==> src/rtl/bf_pkg.sv <==
// rtl/bf_pkg.sv - shared constants and LUT helper for the bit-lane function pipe
// Contents: LUT_W (truth-table width), LUT_BF_DEFAULT (reset table), lut3() lookup.
package bf_pkg;

    localparam int LUT_W = 8;

    // 8'h15 selects {a,b,c} = 000, 010, 100, which is x = (~a | ~b) & ~c
    localparam logic [LUT_W-1:0] LUT_BF_DEFAULT = 8'h15;

    // Truth-table index is {a,b,c} with a as the MSB
    function automatic logic lut3(input logic [LUT_W-1:0] lut,
                                  input logic a, input logic b, input logic c);
        return lut[{a, b, c}];
    endfunction

endpackage

==> src/rtl/bf_lane.sv <==
// rtl/bf_lane.sv - combinational single-bit 3-input truth-table lookup
// Ports: i_lut (truth table), i_a/i_b/i_c (lane operands), o_x (lane result).
module bf_lane
    import bf_pkg::*;
(
    input  logic [LUT_W-1:0] i_lut,
    input  logic             i_a,
    input  logic             i_b,
    input  logic             i_c,
    output logic             o_x
);

    assign o_x = lut3(i_lut, i_a, i_b, i_c);

endmodule

==> src/rtl/bf_lut_pipe.sv <==
// rtl/bf_lut_pipe.sv - registered WIDTH-lane programmable 3-input function with hit counter
// Ports: clk, rst_n (sync, active low); cfg_we/cfg_lut load the truth table; cnt_clr
// clears hit_cnt; in_valid/in_ready with a/b/c form the input handshake; out_valid/
// out_ready with x form the output handshake; hit_cnt is the saturating popcount sum
// of consumed results; lut reads back the current truth table.
module bf_lut_pipe
    import bf_pkg::*;
#(
    parameter int               WIDTH   = 8,
    parameter int               CNT_W   = 16,
    parameter logic [LUT_W-1:0] LUT_RST = LUT_BF_DEFAULT
) (
    input  logic             clk,
    input  logic             rst_n,
    input  logic             cfg_we,
    input  logic [LUT_W-1:0] cfg_lut,
    input  logic             cnt_clr,
    input  logic             in_valid,
    output logic             in_ready,
    input  logic [WIDTH-1:0] a,
    input  logic [WIDTH-1:0] b,
    input  logic [WIDTH-1:0] c,
    output logic             out_valid,
    input  logic             out_ready,
    output logic [WIDTH-1:0] x,
    output logic [CNT_W-1:0] hit_cnt,
    output logic [LUT_W-1:0] lut
);

    localparam int PC_W  = $clog2(WIDTH + 1);
    // One spare bit above the wider operand so the overflow is visible before clamping
    localparam int SUM_W = ((CNT_W > PC_W) ? CNT_W : PC_W) + 1;
    localparam logic [SUM_W-1:0] CNT_MAX = SUM_W'({CNT_W{1'b1}});

    function automatic logic [PC_W-1:0] popcount(input logic [WIDTH-1:0] v);
        logic [PC_W-1:0] n;
        n = '0;
        for (int i = 0; i < WIDTH; i++) begin
            n = n + PC_W'(v[i]);
        end
        return n;
    endfunction

    logic [LUT_W-1:0] r_lut;
    logic             r_valid;
    logic [WIDTH-1:0] r_x;
    logic [CNT_W-1:0] r_cnt;

    logic [WIDTH-1:0] w_x;
    logic             w_in_fire;
    logic             w_out_fire;
    logic [SUM_W-1:0] w_sum;

    // Lanes read the registered table, so a vector accepted alongside cfg_we sees the old LUT
    for (genvar g = 0; g < WIDTH; g++) begin : g_lane
        bf_lane u_lane (
            .i_lut (r_lut),
            .i_a   (a[g]),
            .i_b   (b[g]),
            .i_c   (c[g]),
            .o_x   (w_x[g])
        );
    end

    // Single-entry slot: free when empty or when the held result leaves this cycle
    assign in_ready   = ~r_valid | out_ready;
    assign w_in_fire  = in_valid & in_ready;
    assign w_out_fire = r_valid & out_ready;
    assign w_sum      = SUM_W'(r_cnt) + SUM_W'(popcount(r_x));

    always_ff @(posedge clk) begin
        if (!rst_n) begin
            r_lut   <= LUT_RST;
            r_valid <= 1'b0;
            r_x     <= '0;
            r_cnt   <= '0;
        end else begin
            if (cfg_we) begin
                r_lut <= cfg_lut;
            end

            if (w_in_fire) begin
                r_x     <= w_x;
                r_valid <= 1'b1;
            end else if (w_out_fire) begin
                r_valid <= 1'b0;
            end

            if (cnt_clr) begin
                r_cnt <= '0;
            end else if (w_out_fire) begin
                r_cnt <= (w_sum > CNT_MAX) ? {CNT_W{1'b1}} : w_sum[CNT_W-1:0];
            end
        end
    end

    assign out_valid = r_valid;
    assign x         = r_x;
    assign hit_cnt   = r_cnt;
    assign lut       = r_lut;

endmodule

==> config.mk <==
export PLATFORM = sky130hd
export DESIGN_NAME = bf_lut_pipe
export DESIGN_NICKNAME = d
export VERILOG_FILES = /design/src/rtl/bf_pkg.sv /design/src/rtl/bf_lane.sv /design/src/rtl/bf_lut_pipe.sv
export SDC_FILE = /design/constraint.sdc
export NUM_CORES = 1
export LEC_CHECK = 0
export CORE_MARGIN = 10
export CORE_UTILIZATION = 45
export DETAILED_ROUTE_END_ITERATION = 7
export GPL_TIMING_DRIVEN = 0
export PLACE_DENSITY = 0.79
export SLEW_MARGIN = 10
export SYNTH_ARGS = -nofsm -noshare
export SYNTH_HDL_FRONTEND = slang
export SYNTH_SLANG_ARGS = --single-unit
==> constraint.sdc <==
create_clock -name clk -period 4.2 [get_ports clk]
set_input_delay 0.84 -clock clk [delete_from_list [all_inputs] [get_ports clk]]
set_output_delay 0.84 -clock clk [all_outputs]
set_load 0.05 [all_outputs]
# Word level (Yosys, flattened, before mapping)
# Cells that the tools add are included.
word_totals:
  regBits: 33
  out_inout_bits: 34
  wordCells: 47
classes:
  add_sub_neg: 8
  order_cmp: 9
  muxes: 19
  n_bitwise: 5
  n_reduce_logical: 2
op_table:
  columns: ["op", "n"]
  rows:
  - ["$lt 3x4->1 const B", 8]
  - ["$bmux 1 s3", 8]
  - ["$add 16x4->17", 1]
  - ["$gt 17x16->1 const B", 1]
  - ["$add 4x1->4", 4]
  - ["$mux 16", 1]
  - ["$mux 1", 10]
  - ["$add 3x1->4", 1]
  - ["$add 2x1->3", 1]
  - ["$add 1x1->2", 1]
  - ["$and 1x1->1", 2]
  - ["$not 1->1", 2]
  - ["$reduce_bool 2->1", 1]
  - ["$reduce_or 2->1", 1]
  - ["$or 1x1->1", 1]

# Longest topological paths before layout
logic_depth:
  depth_word: 10
  depth_mapped: 13

# Modules after synthesis
# Synthesis repeated with hierarchy kept, for this count alone.
hier_totals:
  hier_cells: 206
  area_unflattened_um2: 2154.6
modules_own_cells:
  columns: ["module", "n_inst", "cells_per_inst", "area_per_inst_um2", "seq_area_each_um2"]
  rows:
  - ["bf_lut_pipe", 1, 182, 1644.1, 660.6]
  - ["bf_lane", 8, 3, 63.8, 0.0]

# Worst setup path after synthesis
# OpenSTA, ideal clock, no wires.
synth_timing:
  path_kind: "register to register"
  start: "reg r_x[1], in the netlist x[1]"
  end: "reg r_cnt[11], in the netlist hit_cnt[11]"
  setup_time_ps: 71
  arrival_ps: 3811
  slack_ps: 318
  stages_incl_launch_ff: 13
  path_cell_list: "dfxtp_1 -> fa_1 -> inv_1 -> fa_1 -> fa_1 -> fa_1 -> fa_1 -> nand2b_1 -> a21oi_2 -> nand2_1 -> or2_1 -> buf_6 -> a21oi_1"
synth_between:
  elab_chain_len: 10
synth_lines:
  columns: ["element", "line", "rtl"]
  rows:
  - ["start: declaration", "bf_lut_pipe.sv:46", "logic [WIDTH-1:0] r_x;"]
  - ["start signal: assignment", "bf_lut_pipe.sv:83", "r_x <= w_x;"]
  - ["$add 1x1->2 *", "bf_lut_pipe.sv:39", "n = n + PC_W'(v[i]);"]
  - ["$add 2x1->3 *", "bf_lut_pipe.sv:39", null]
  - ["$add 3x1->4 *", "bf_lut_pipe.sv:39", null]
  - ["$add 4x1->4 * (4 in series)", "bf_lut_pipe.sv:39", null]
  - ["$add 16x4->17 *", "bf_lut_pipe.sv:69", "assign w_sum = SUM_W'(r_cnt) + SUM_W'(popcount(r_x));"]
  - ["$gt 17x16->1", "bf_lut_pipe.sv:92", "r_cnt <= (w_sum > CNT_MAX) ? {CNT_W{1'b1}} : w_sum[CNT_W-1:0];"]
  - ["$mux 16 *", "bf_lut_pipe.sv:92", null]
  - ["end signal: assignment", "bf_lut_pipe.sv:92", null]
  - ["end: declaration", "bf_lut_pipe.sv:47", "logic [CNT_W-1:0] r_cnt;"]
# Mark *: on every way between the ends. The rest lies on a longest branch, timed or not.
# A chain may end at the register's enable or synchronous reset.

# Worst setup path after layout
layout_timing:
  start: "reg r_x[0], in the netlist x[0]"
  end: "reg r_cnt[0], in the netlist hit_cnt[0]"
# Same word-level chain as after synthesis.

==> results.md <==
- Cell Area, Synth: 2030 um2
- ANT nets after route: 0
- Slew Limit Fails: 0
- DP HPWL: 4.29 mm
- Hold Buf Count CTS: 0
- Hold Vio Cnt, Final: 0
- Average wire per standard cell: 16.9 um
- Post-layout util: 0.663
- Skew final: 0.00555 ns
- Htree depth: 2
- GP Congestion: 0.788
- Vias per inst: 5.36
- Hold Path Class: register to register
- Critical Path RT: 4.41 ns
- Die width: 87.2 um
- Cells after Synth: 194
- Clock latency on the worst-skew pair: 0.28 ns
- Pre-CTS setup slack: 0.321 ns
- Setup Fix Bufs, Post-CTS: 0
- Fin crit share: 0.925
- Crit-path cells: fa_1 > inv_1 > fa_1 > fa_1 > fa_1 > fa_1 > nand2b_1 > a21oi_2 > nand2_1 > or2_1 > buf_6 > a21oi_1
- Die ar.: 7610 um2
- Max incr delay on CP: 0.54 ns
- Total Wirelength: 5.46 mm
- CP max FO: 10
- CP startpoint kind: register
- Clock-pin slew on the worst setup and hold paths: 0.07 ns
- Synth Register Bits: 33
- DR vias: 1731
- Post-synthesis sequential area ratio: 0.325
- Clock buffer depth: 2
- GRT Residual Overflow: 0
- Peak supply drop: 147 uV
- Row count: 24
- Antenna cells: 0
- CTS Buf Count: 5
- Detailed router's first-iteration violation count: 100
- Min Tclk post-route: 3.88 ns
- Kind of end point of the critical path: register
- Area grow syn2layout: 41.9%
- Global-route wire length before repair: 8.93 mm
- Design area: 2890 um2
- Max_slew headroom: 0.599
- Hold slack: 0.486 ns
- Buffers on Ports: 70
- CTS Root Cell: clkbuf_8
- Status: finished, final reports clean
- Total clock sinks: 33
- Final setup fails: 0
- Fraction of layout cells with a size suffix above 1: 0.103
- Vias in the first global route: 1828
- Post_cts resized: 0
- Syn_nets: 243
- Fmax: 257 MHz
- Worst-Margin Slew: 0.600 ns
- # IOs: 72
- Initial Util: 0.467
- Placed instance area: 2800 um2
- DRC: 0
- CP arrival: 4.10 ns
- Syn_area_per_cell: 10.5 um2
- Leak Pwr: 1.06 nW
- Worst setup margin: 0.316 ns
- Pwr per Cell Area: 273 nW/um2
- Initial antenna violation count: 0
- TNS Setup: 0 ns
- Crit path kind: register to register
- GRT Util Overall: 0.146
- CTS tree: yes
- Largest net degree at the start of global routing: 11
- Max-cap violations: 0
- Synth Warn #: 0
- Nets@finish: 320
- Unrepaired setup endpoints after global routing: no
- Die Y-Extent: 87.2 um
- Netlist cell types: 35
- Core Region: 4350 um2
- Slowest library cell on the worst path: fa_1
- Top cell by count, worst path: fa_1
- TritonRoute pass-1 iters: 4
## cell usage after synthesis
cell type | count | area [um2]
a211oi_1 | 2 | 15.0
a21boi_0 | 1 | 7.51
a21boi_1 | 1 | 7.51
a21oi_1 | 13 | 65.1
a21oi_2 | 3 | 26.3
a41oi_1 | 2 | 17.5
and3_1 | 1 | 6.26
and4_1 | 1 | 8.76
buf_1 | 1 | 3.75
buf_6 | 1 | 11.3
clkbuf_1 | 3 | 11.3
dfxtp_1 | 33 | 661
fa_1 | 5 | 100
ha_1 | 6 | 75.1
inv_1 | 12 | 45.0
mux2i_1 | 18 | 180
mux4_2 | 16 | 360
nand2_1 | 16 | 60.1
nand2b_1 | 4 | 25.0
nand3_1 | 6 | 30.0
nand4_2 | 1 | 12.5
nor2_1 | 9 | 33.8
nor2_4 | 1 | 11.3
nor2b_1 | 7 | 43.8
nor3_1 | 2 | 10.0
nor3b_1 | 1 | 7.51
nor4b_1 | 1 | 8.76
o2111ai_1 | 2 | 17.5
o211ai_1 | 3 | 22.5
o21a_1 | 2 | 15.0
o21ai_0 | 10 | 50.1
o31a_1 | 1 | 8.76
or2_1 | 1 | 6.26
xnor2_1 | 2 | 17.5
xor2_1 | 6 | 52.6
## cell families after synthesis
logic type,after synthesis,share of synthesized area
AND/OR/NAND/NOR,51,0.130
AO/OA/AOI/OAI,40,0.124
multiplexers,34,0.266
flip-flops,33,0.325
buffers and inverters,17,0.0351
adder cells (fa/ha/maj),11,0.0861
XOR/XNOR,8,0.0344
## flip-flops by register name (all words and copies together) (netlist names)
| name | flops |
|---|---|
| hit_cnt | 16 |
| out_valid | 1 |
| lut | 8 |
| x | 8 |
## worst max-delay path, delay by kind of cell, from the launching register on
family	cells	cell delay [ns]
AOI/OAI and AO/OA	2	0.39
and+or+nand+nor	3	0.58
DFF	1	0.35
buffers and inverters	2	0.20
adders and majority gates	5	2.28
## through the flow
stage | total power, mW | cells
after floorplan | 0.470 | 194
after detailed placement | 0.554 | 316
after global placement | 0.551 | 316
after CTS | 0.792 | 323
final | 0.787 | 323
after global routing | 0.824 | 323
## worst paths after layout
| kind | slack (ns) | cells past startpoint | start | end |
|---|---|---|---|---|
| setup / recovery | 0.32 | 12 | x[0] | hit_cnt[0] |
| hold / removal | 0.49 | 2 | x[4] | x[4] |
| setup reg to reg | 0.32 | 12 | x[0] | hit_cnt[0] |
| hold reg to reg | 0.49 | 2 | x[4] | x[4] |
## area by class of cell
type / instances / area, um2
inverters: 12 / 45.0
flip-flops and latches: 33 / 661
multi-input cells: 144 / 1300
fillers: 339 / 1470
repair buffers: 70 / 701
well taps: 52 / 65.1
clock buffers: 7 / 86.3
plain buffers: 5 / 26.3
## routing by layer
metal  GRT usage  vias to the layer above  wire length (um)
met5           0                        -                 0
met3      0.0843                        4               525
met1       0.158                      802              2220
met2       0.240                       56              2670
li1            -                      869                 -
met4      0.0377                        0                43
## placed cells by master (no fill, tap or decap), types with 6 or more instances in the layout
cell type        netlist  final
a21oi_1               13     13
clkbuf_8               0      6
clkdlybuf4s50_1        0     70
dfxtp_1               33     33
ha_1                   6      6
inv_1                 12     12
mux2i_1               18     18
mux4_2                16     16
nand2_1               16     16
nand3_1                6      6
nor2_1                 9      9
nor2b_1                7      7
o21ai_0               10     10
xor2_1                 6      6
## power breakdown
part,internal [mW],total (mW),switching [mW]
logic,0.103,0.201,0.0986
clock network,0.130,0.241,0.111
registers,0.325,0.345,0.0195
Power figures use the tool's default switching activity.
